[src/rtl/kf8237_transfer_sequencer.sv]
// kf8237_transfer_sequencer: HRQ/HLDA handshake and 8237 SI..S4 word sequencing for the KF8237 DMA core
module kf8237_transfer_sequencer #(
  parameter bit          COMPRESSED_TIMING = 1'b0,
  parameter int unsigned WAIT_LIMIT        = 0
) (
  input  logic       clock,
  input  logic       reset,
  input  logic       master_clear,
  input  logic [3:0] encoded_dma,
  input  logic [7:0] transfer_mode,
  input  logic       hold_acknowledge,
  input  logic       ready,
  input  logic       terminal_count,
  input  logic       external_end_of_process,
  output logic       hold_request,
  output logic [3:0] dma_acknowledge_internal,
  output logic       next_word,
  output logic       end_of_process,
  output logic [1:0] dma_rotate,
  output logic [2:0] transfer_state
);
  typedef enum logic [2:0] {SI, S0, S1, S2, S3, SW, S4, SC} state_t;
  state_t      state;
  logic [1:0]  ch, mode, req_ch, req_mode;
  logic [15:0] wait_cnt;
  logic        eop_now, done, wait_expired;
  always_comb begin
    req_ch       = encoded_dma[0] ? 2'd0 : encoded_dma[1] ? 2'd1 : encoded_dma[2] ? 2'd2 : 2'd3;
    req_mode     = transfer_mode[{req_ch, 1'b0} +: 2];
    eop_now      = terminal_count | external_end_of_process;
    done         = eop_now | !hold_acknowledge | (mode == 2'b01) | ((mode == 2'b00) & !encoded_dma[ch]);
    wait_expired = (WAIT_LIMIT != 0) && (32'(wait_cnt) >= WAIT_LIMIT);
  end
  assign transfer_state = state;
  always_ff @(posedge clock)
    if (reset || master_clear) begin
      state                    <= SI;
      hold_request             <= 1'b0;
      dma_acknowledge_internal <= 4'b0;
      next_word                <= 1'b0;
      end_of_process           <= 1'b0;
      dma_rotate               <= 2'b11;
      wait_cnt                 <= '0;
      ch                       <= 2'd0;
      mode                     <= 2'd0;
    end else begin
      next_word      <= 1'b0;
      end_of_process <= 1'b0;
      case (state)
        SI: if (|encoded_dma) begin
          state        <= S0;
          hold_request <= 1'b1;
        end
        S0: if (~|encoded_dma) begin
          state        <= SI;
          hold_request <= 1'b0;
        end else if (hold_acknowledge) begin
          ch                       <= req_ch;
          mode                     <= req_mode;
          state                    <= (req_mode == 2'b11) ? SC : S1;
          dma_acknowledge_internal <= 4'b1 << req_ch;
        end
        S1: state <= S2;
        S2: begin
          state     <= COMPRESSED_TIMING ? S4 : S3;
          next_word <= COMPRESSED_TIMING;
        end
        S3: if (ready) begin
          state     <= S4;
          next_word <= 1'b1;
        end else begin
          state    <= SW;
          wait_cnt <= 16'd1;
        end
        SW: if (ready || wait_expired) begin
          state     <= S4;
          next_word <= 1'b1;
        end else
          wait_cnt <= wait_cnt + 16'd1;
        // EOP is reported the cycle after S4, alongside the return to SI
        S4: begin
          end_of_process <= eop_now;
          if (done) begin
            state                    <= SI;
            hold_request             <= 1'b0;
            dma_acknowledge_internal <= 4'b0;
            dma_rotate               <= ch;
          end else
            state <= S2;
        end
        SC: if (!encoded_dma[ch]) begin
          state                    <= SI;
          hold_request             <= 1'b0;
          dma_acknowledge_internal <= 4'b0;
          dma_rotate               <= ch;
        end
      endcase
    end
endmodule
[config.mk]
export PLATFORM = sky130hd
export DESIGN_NAME = kf8237_transfer_sequencer
export DESIGN_NICKNAME = d
export VERILOG_FILES = /design/src/rtl/kf8237_transfer_sequencer.sv
export SDC_FILE = /design/constraint.sdc
export NUM_CORES = 1
export LEC_CHECK = 0
export BUFFER_PORTS_ARGS = -buffer_cell sky130_fd_sc_hd__buf_2
export CAP_MARGIN = 20
export CORE_MARGIN = 10
export CORE_UTILIZATION = 46
export DETAILED_ROUTE_END_ITERATION = 12
export GPL_TIMING_DRIVEN = 0
export PLACE_DENSITY = 0.73
export SLEW_MARGIN = 20
export SYNTH_ARGS = -nofsm -noshare
export SYNTH_HDL_FRONTEND = slang
export SYNTH_SLANG_ARGS = --single-unit
[constraint.sdc]
create_clock -name clock -period 1.8 [get_ports clock]
set_input_delay 0.27 -clock clock [delete_from_list [all_inputs] [get_ports clock]]
set_output_delay 0.27 -clock clock [all_outputs]
set_load 0.05 [all_outputs]
## Word level (Yosys, flattened, before mapping)

Index checks and enable logic that the tools add are counted.

- Logic and storage cells: 80
- Bits of input ports: 19
- Flip-flop bits (word level): 16
- Output and inout port bits: 12

- Equal/unequal tests: 17
- Multiplexer cells: 28
- Shift-type cells: 2
- Bitwise logic cells: 7
- Reductions and logical operators: 17
- Magnitude comparators: 1

Operators by type and width:

| operator | number |
|---|---|
| $pmux 3 s8 | 1 |
| $mux 3 | 6 |
| $mux 4 | 4 |
| $ne 2x2->1 const B | 7 |
| $eq 3x3->1 const B | 4 |
| $mux 2 | 6 |
| $pmux 4 s3 | 1 |
| $reduce_and 5->1 | 2 |
| $shiftx 8x4->2 | 1 |
| $mux 1 | 7 |
| $eq 3x2->1 const B | 2 |
| $reduce_and 3->1 | 2 |
| $reduce_or 2->1 | 3 |
| $or 1x1->1 | 4 |
| $pmux 1 s4 | 1 |
| $pmux 2 s2 | 1 |
| $reduce_and 4->1 | 1 |
| $reduce_bool 4->1 | 1 |
| $reduce_or 4->1 | 1 |
| $shl 1x2->4 const A | 1 |
| $eq 3x1->1 const B | 1 |
| $logic_not 3->1 | 1 |
| $lt 2x3->1 const B | 1 |
| $ne 3x3->1 const B | 1 |
| other kinds (10) | 12 |

## Logic depth before layout (Yosys ltp)

Gate-level depths: netlist of run 1.

- Depth after elaboration: 9
- Gate-level depth with buffers: 6
- Mapped depth without buffers: 4

## Worst setup path after synthesis of run 1

OpenSTA, ideal clock, no wires.

- Path type: register to register
- Start point: reg state[0] (netlist: transfer_state[0])
- End point: reg state[0] (netlist: transfer_state[0])
- Required time: 1.721 ns
- Period minus slack after synthesis: 1.962 ns
- Library setup time: 0.079 ns
- Arrival time: 1.883 ns
- Slack: -0.162 ns
- Cell stages (with the launch flop): 5
- Buffers on the path: 1
- Cell sequence: dfxtp_1 -> clkbuf_1 -> or4b_2 -> a311o_1 -> o211ai_1

- Longest elaborated chain between the ends: 3
- Elaborated cells between the ends (all ways): 14
- Those cells by class: eq/ne: 11; mux: 1; reduce/logical: 2

Ends and longest elaborated chain:

| element | line | source |
|---|---|---|
| start: declaration | 23 | `state_t state;` |
| start signal: assignment | 60 | `state <= (req_mode == 2'b11) ? SC : S1;` |
| start signal: assignment | 65 | `state <= COMPRESSED_TIMING ? S4 : S3;` |
| $eq 3x1->1, or another cell as far along | 49 | `case (state)` |
| $ne 3x3->1 (no source line) or $ne 2x2->1 (tied branches) | n/a |  |
| $reduce_and 4->1 (no source line) | n/a |  |

Several ways; a longest one is shown, not always the timed one.
A chain may end at the register's enable or synchronous reset.

## Worst setup path in the final report of run 1

- Start point: reg state[2] (netlist: transfer_state[2])
- End point: reg state[0] (netlist: transfer_state[0])

The elaborated chain is that of the path after synthesis.

==> flow_summary.ini, run 1 <==
[min_path]
whs_path_depth = 2
hold_class = in2reg

[layout]
area_growth_syn_to_layout_pct = 20.6
diodes = 0
drive_gt1_share_pct = 31.4
nets = 176
design_area_sq_um = 1210

[setup_path]
critPathArrivalTime_ps = 1920
r2r_cells = 4
endpoint_kind = flop
worst-path-max-fanout = 10
worstPathRequired_ps = 2020
crit_type = reg2reg
start_kind = flop

[yosys]
avgSynthCellArea_sq_um = 8.02
synthCells = 125
ys_seq_elements = 16
yosysTopAreaCell = dfxtp_1
synth_edf_count = 0
yosysSeqAreaShare_pct = 32.0
synth_top_area_share_pct = 32.0
synth_area_leaders = dfxtp_1 32%, mux2i_1 6.0%, o21ai_0 4.5%, nand2_1 4.1%, nand3_1 4.0%
synth_top_flop_cell = dfxtp_1
synth_fp_nets = 144
ys_warn_count = 0
async_flop_share_pct = 0
yosysUniqueCellTypes = 41
syn_area_sq_um = 1000

[sta]
finalSetupViolations = 0
hold_viol_final = 0
fmax_ghz = 0.587
skew_ps = 8.27
period_minus_slack_ps = 1700
report.final.slew_viol_count = 0
timing.final.ws_setup_ps = 97.2
grt_setup_unrepaired = false
relSlewSlack_pct = 56.5
timing.setup.tns_ps = 0
worst_pin_slew_ps = 647
post-route-period-util_pct = 94.6

[clock_tree]
clk_latency_ps = 300
cts_buffer_depth = 2
cts_buffers = 3
cts-resized-gates = 0
path_clk_slew_ps = 100
postCtsHoldBufs = 0
htree_levels = 1
tritoncts = done
post_cts_buffers = 0
root_buffer = clkbuf_4
clock-sinks = 16

[floorplanning]
ioPinCount = 31
coreArea_sq_um = 2020
start_util_pct = 49.6
die_h_um = 66.7
chipWidth_um = 66.7
dieArea_sq_um = 4450
rows = 16

[power_and_ir_drop]
pwr-share-clk_pct = 31.3
power.switching_uw = 222
p_total_uw = 773
power_frac_seq_pct = 47.4
vdd.ir_drop.worst_mv = 0.442
p_int_uw = 551
combPwrFrac_pct = 21.3
leakage_nw = 0.504
switching_share_pct = 28.7
power.density_nw_per_um2 = 639

[placement]
placed_cell_area_sq_um = 1170
hpwl_mm = 2.08
io_buffers = 27
pre_cts_slack_ps = -19.4
globalplace.congestion = 0.895

[job]
max_cap_violations = 0

[route]
drtIter0Drc = 40
num_vias = 1062
routed_wl_mm = 2.66
drc = 0
drtAntennaViolNets = 0
wl_per_cell_um = 14.5
viasPerCell = 5.80
drt_pass1_iterations = 4

[global_routing]
grt.overflow.total = 0
grt_pass1_vias = 966
antenna_found_initial = 0
grt.total_usage_pct = 12.5
grt_max_degree = 11
grt_pass1_wl_mm = 4.48

[run_status]
status = complete, no violations
[metrics by stage]
step	hold WS (ps)	utilization [%]	std cells
after global placement	465	58.1	179
after detailed placement	468	58.1	179
after floorplan	390	-	125
after global routing	212	59.8	183
final	224	59.8	183
after CTS	218	59.9	183
[power by group through the flow]
stage                     combinational (mW)  clock (mW)  sequential, mW
after floorplan                       0.0945           0           0.394
after global placement                 0.159           0           0.374
after detailed placement               0.162           0           0.375
after CTS                              0.163       0.246           0.366
after global routing                   0.182       0.261           0.368
final                                  0.164       0.242           0.367
[routing by layer]
layer / up-vias / track usage, % / part of all wire [%]
li1: 528 / - / -
met1: 494 / 15.1 / 46
met2: 36 / 19.2 / 45
met3: 4 / 5.69 / 8.5
met4: 0 / 3.66 / 0.79
met5: - / 0 / 0
[critical path, stage by stage (launching register included)]
cell	delay (ps)
dfxtp_2	330
clkbuf_1	190
or4b_2	700
a311o_1	330
o211ai_1	90
[cells by family after synthesis]
logic type / share of synthesized area [%]
muxes: 8.61
and+or+nand+nor: 30.6
buffers and inverters: 7.62
DFF: 32.0
AOI/OAI and AO/OA: 21.2
[flip-flops by register name, indices dropped and copies added (netlist names)]
signal	flops
ch	2
dma_acknowledge_internal	4
dma_rotate	2
end_of_process	1
hold_request	1
mode	2
next_word	1
transfer_state	3
[area by class of cell]
cell class,count,area [sq um]
Sequential cell,16,323
Multi-Input combinational cell,94,602
Clock buffer,4,36.3
Inverter,3,11.3
Buffer,12,67.6
Tap cell,27,33.8
Timing Repair Buffer,27,135
Fill cell,187,813
[placed cells by master, fill, tap and decap left out, types with 4 or more instances in the layout]
| cell | netlist | layout |
|---|---|---|
| nand2b_1 | 4 | 4 |
| dfxtp_1 | 16 | 14 |
| buf_2 | 4 | 31 |
| nand2_1 | 11 | 11 |
| mux2i_1 | 6 | 6 |
| nand3_1 | 8 | 8 |
| clkbuf_1 | 6 | 4 |
| nor2_1 | 9 | 9 |
| a21oi_1 | 7 | 7 |
| o21ai_0 | 9 | 9 |
[worst paths after layout]
path                                                   from                           to  slack (ps)
worst max-delay path                      transfer_state[2]            transfer_state[0]         100
worst min-delay path                         encoded_dma[2]  dma_acknowledge_internal[3]         220
worst max register to register            transfer_state[2]            transfer_state[0]         100
worst min register to register  dma_acknowledge_internal[2]  dma_acknowledge_internal[2]         480
[cell usage after synthesis, types with 2 or more instances]
cell	n
nand4_1	2
nand2_1	11
nor2_1	9
a21oi_1	7
nand2b_1	4
buf_6	2
inv_1	3
a2bb2oi_1	2
or2_2	2
o32ai_1	3
o22ai_1	3
o21ai_0	9
nand3b_1	2
mux2i_1	6
nand3_1	8
and2_1	2
dfxtp_1	16
clkbuf_1	6
buf_2	4
nor3_1	3
Power figures use the tool's default switching activity.
==> inputs of run 2 (changes only) <==
--- a/config.mk
+++ b/config.mk
@@ -10,7 +10,6 @@
 export CORE_MARGIN = 10
 export CORE_UTILIZATION = 46
 export DETAILED_ROUTE_END_ITERATION = 12
-export GPL_TIMING_DRIVEN = 0
 export PLACE_DENSITY = 0.73
 export SLEW_MARGIN = 20
 export SYNTH_ARGS = -nofsm -noshare
==> flow_summary.ini, run 2 (synthesized netlist as in run 1, its figures left out) <==
[power_and_ir_drop]
power_frac_seq_pct = 47.0
p_int_uw = 556
power.switching_uw = 229
vdd.ir_drop.worst_mv = 0.524
switching_share_pct = 29.2
pwr-share-clk_pct = 31.7
p_total_uw = 785
combPwrFrac_pct = 21.3
leakage_nw = 0.513
power.density_nw_per_um2 = 643

[floorplanning]
rows = 16
chipWidth_um = 66.7
die_h_um = 66.7
start_util_pct = 49.6
ioPinCount = 31
dieArea_sq_um = 4450
coreArea_sq_um = 2020

[global_routing]
grt_pass1_wl_mm = 4.47
grt.total_usage_pct = 12.3
grt_max_degree = 20
grt.overflow.total = 0
grt_pass1_vias = 1009
antenna_found_initial = 0

[sta]
period_minus_slack_ps = 1710
post-route-period-util_pct = 94.8
worst_pin_slew_ps = 565
timing.setup.tns_ps = 0
grt_setup_unrepaired = false
skew_ps = 7.29
hold_viol_final = 0
relSlewSlack_pct = 61.8
finalSetupViolations = 0
report.final.slew_viol_count = 0
fmax_ghz = 0.586

[route]
drt_pass1_iterations = 4
num_vias = 1030
drtIter0Drc = 51
drtAntennaViolNets = 0
drc = 0
wl_per_cell_um = 15.0
viasPerCell = 5.66
routed_wl_mm = 2.72

[layout]
nets = 175
final_common_cell = buf_2
area_growth_syn_to_layout_pct = 21.8
largest_register = dma_acknowledge_internal
largest_register_ffs = 4
drive_gt1_share_pct = 33.5
diodes = 0
mostFrequentLayoutCells = 30 x buf_2, 14 x dfxtp_1, 11 x nand2_1, 9 x o21ai_0, 9 x nor2_1
num-fill-cells = 194

[clock_tree]
cts_buffers = 3
root_buffer = clkbuf_4
post_cts_buffers = 0
cts_buffer_depth = 2
clk_latency_ps = 300
tritoncts = done
path_clk_slew_ps = 100
htree_levels = 1
postCtsHoldBufs = 0
clock-sinks = 16

[setup_path]
path_cells = mux4_1 -> buf_4 -> o211a_1 -> a31oi_1 -> o211ai_1
worstPathRequired_ps = 1970
cpPeakStageDelay_ps = 610
start_kind = flop
critPathArrivalTime_ps = 1880
worst-path-max-fanout = 4
critPathSlowestCell = mux4_1
crit_type = reg2reg
endpoint_kind = flop
rrSetupSlack_ps = 90

[placement]
hpwl_mm = 2.12
io_buffers = 30
globalplace.congestion = 0.859

[job]
max_cap_violations = 0

[min_path]
hold_class = in2reg

[run_status]
status = complete, no violations
==> run 2: power groups by stage <==
stage	clock network (mW)	logic, mW	registers, mW
2_1_floorplan	0	0.0945	0.394
3_3_place_gp	0	0.162	0.376
3_5_place_dp	0	0.166	0.376
4_1_cts	0.252	0.166	0.368
5_1_grt	0.259	0.184	0.370
6_report	0.249	0.167	0.369
==> run 2: timing repair <==
action	4_1_cts	5_1_grt
hold endpoints to repair	0	0
gates resized for setup	0	1
setup endpoints to repair	0	2
==> run 2: area by class of cell <==
| type | instances | area [sq um] | share of cell area (%) |
|---|---|---|---|
| Multi-Input combinational cell | 94 | 607 | 49.7 |
| Sequential cell | 16 | 323 | 26.4 |
| Timing Repair Buffer | 38 | 210 | 17.2 |
| Clock buffer | 4 | 36.3 | 2.97 |
| Tap cell | 27 | 33.8 | 2.77 |
| Inverter | 3 | 11.3 | 0.922 |
==> run 2: path summary, 6_finish.rpt <==
kind              startpoint                end  depth (start not counted)
hold reg to reg        ch[1]              ch[1]                          2
hold / removal         ready          next_word                          3
setup / recovery       ch[0]  transfer_state[0]                          5
setup reg to reg       ch[0]  transfer_state[0]                          5
==> run 2: metal layers <==
layer	part of all wire, %	wire length (um)	up-vias	global-route usage (%)
li1	-	-	525	-
met1	46	1250	462	15.3
met2	45	1210	40	19.2
met3	8.7	238	3	4.68
met4	0.88	24	0	3.40
met5	0	0	-	0
==> run 2: critical path, delay by kind of cell, from the launching register on <==
family	cells	cell delay, ps
multiplexers	1	610
flip-flops	1	400
AO/OA/AOI/OAI	3	400
buffers and inverters	1	170
==> run 2: stage by stage <==
step / setup slack (ps) / std cells / util [%] / cell area, sq um / hold WS (ps)
6_report: 92.7 / 182 / 60.4 / 1220 / 225
3_5_place_dp: -16.1 / 178 / 58.5 / 1180 / 474
2_1_floorplan: 45.1 / 125 / - / 1010 / 390
3_3_place_gp: 46.0 / 178 / 58.5 / 1180 / 467
5_1_grt: 11.5 / 182 / 60.4 / 1220 / 255
4_1_cts: 35.0 / 182 / 60.3 / 1220 / 226
==> inputs of run 3 (changes only) <==
--- a/config.mk
+++ b/config.mk
@@ -7,7 +7,6 @@
 export LEC_CHECK = 0
 export BUFFER_PORTS_ARGS = -buffer_cell sky130_fd_sc_hd__buf_2
 export CAP_MARGIN = 20
-export CORE_MARGIN = 10
 export CORE_UTILIZATION = 46
 export DETAILED_ROUTE_END_ITERATION = 12
 export PLACE_DENSITY = 0.73
==> flow_summary.ini, run 3 (synthesized netlist as in run 1, its figures left out) <==
[layout]
largest_register_ffs = 4
nets = 176
design_area_sq_um = 1230
drive_gt1_share_pct = 33.5
area_growth_syn_to_layout_pct = 22.5
diodes = 0
mostFrequentLayoutCells = 30 x buf_2, 14 x dfxtp_1, 11 x nand2_1, 9 x o21ai_0, 9 x nor2_1
final_common_cell = buf_2
largest_register = dma_acknowledge_internal

[power_and_ir_drop]
vdd.ir_drop.worst_mv = 0.353
p_int_uw = 513
switching_share_pct = 28.9
power.density_nw_per_um2 = 588
leakage_nw = 0.518
p_total_uw = 722
power_frac_seq_pct = 51.0
power.switching_uw = 208
pwr-share-clk_pct = 25.3
combPwrFrac_pct = 23.7

[placement]
hpwl_mm = 1.88
placed_cell_area_sq_um = 1200
globalplace.congestion = 0.818
io_buffers = 30

[clock_tree]
cts_buffers = 3
clock-sinks = 16
cts_buffer_depth = 2
root_buffer = clkbuf_4
clk_latency_ps = 280
postCtsHoldBufs = 0
post_cts_buffers = 0
path_clk_slew_ps = 90
tritoncts = done
cts-resized-gates = 0
htree_levels = 1

[setup_path]
path_cells = mux4_1 -> buf_4 -> o211a_1 -> a31oi_1 -> o211ai_1
critPathSlowestCell = mux4_1
critPathBufInv = 1
endpoint_kind = flop
worst_path_dominant_cell_family = multiplexers
critPathArrivalTime_ps = 1800
worst-path-max-fanout = 4
cpPeakStageDelay_ps = 600
crit_type = reg2reg
start_kind = flop
worstPathRequired_ps = 1950

[route]
viasPerCell = 5.69
drtAntennaViolNets = 0
drt_pass1_iterations = 4
drc = 0
num_vias = 1035
wl_per_cell_um = 13.0
routed_wl_mm = 2.36
drtIter0Drc = 40

[global_routing]
grtUsageMet3_pct = 3.77
grt_util_met1_pct = 28.4
grt_use_met2_pct = 35.0
grt_max_degree = 20
grt.overflow.total = 0
grt_pass1_wl_mm = 4.06
antenna_found_initial = 0
grt-busiest-layer = met2
grt.total_usage_pct = 21.7
grt_pass1_vias = 935

[sta]
finalSetupViolations = 0
report.final.slew_viol_count = 0
period_minus_slack_ps = 1650
fmax_ghz = 0.605
worst_pin_slew_ps = 544
post-route-period-util_pct = 91.8
relSlewSlack_pct = 63.3
hold_viol_final = 0
skew_ps = 2.52
grt_setup_unrepaired = false

[min_path]
hold_class = in2reg

[run_status]
status = complete, no violations

[job]
max_cap_violations = 0

[floorplanning]
dieArea_sq_um = 2370
rows = 16
start_util_pct = 50.1
chipWidth_um = 48.7
coreArea_sq_um = 2000
ioPinCount = 31
die_h_um = 48.7
[run 3: cell count changes in the layout (fill, tap and decap cells not counted)]
| cell | change |
|---|---|
| buf_12 | +1 |
| clkbuf_8 | -1 |
[run 3: per-layer routing]
| metal | vias up | wire length (um) |
|---|---|---|
| met2 | 42 | 1110 |
| li1 | 526 | - |
| met4 | 0 | 29 |
| met1 | 463 | 1090 |
| met5 | - | 0 |
| met3 | 4 | 130 |
[run 3: path summary, 6_finish.rpt]
check                         startpoint                          end  slack [ps]  depth (start not counted)
max                                ch[0]            transfer_state[0]         150                          5
min                                ready                    next_word         240                          3
max reg2reg                        ch[0]            transfer_state[0]         150                          5
min reg2reg  dma_acknowledge_internal[2]  dma_acknowledge_internal[2]         480                          2
[run 3: cell type report]
cell class / instances / area (sq um)
clock buffer: 3 / 22.5
fill: 201 / 774
inverter: 3 / 11.3
multi-input combinational: 94 / 607
sequential: 16 / 323
tap: 27 / 33.8
timing repair buffer: 39 / 230
[run 3: power groups by stage]
stage	Combinational [mW]	Sequential, mW	Clock [mW]
after floorplan	0.0945	0.394	0
after detailed placement	0.169	0.376	0
after global routing	0.188	0.369	0.207
after global placement	0.166	0.376	0
final	0.171	0.368	0.182
after CTS	0.170	0.368	0.185
[run 3: stage by stage]
stage,util [%],instances,TNS (ps),hold slack (ps),worst slack (ps)
after global routing,61.3,182,0,226,74.7
after detailed placement,60.1,179,-27.4,471,-27.4
final,61.3,182,0,235,147
after floorplan,-,125,0,390,45.1
after global placement,60.1,179,0,465,50.2
after CTS,61.3,182,0,237,65.5
[run 3: worst min-delay path: stages]
cell and delay [ps]:
buf_2 120, inv_1 50, nor3_1 40
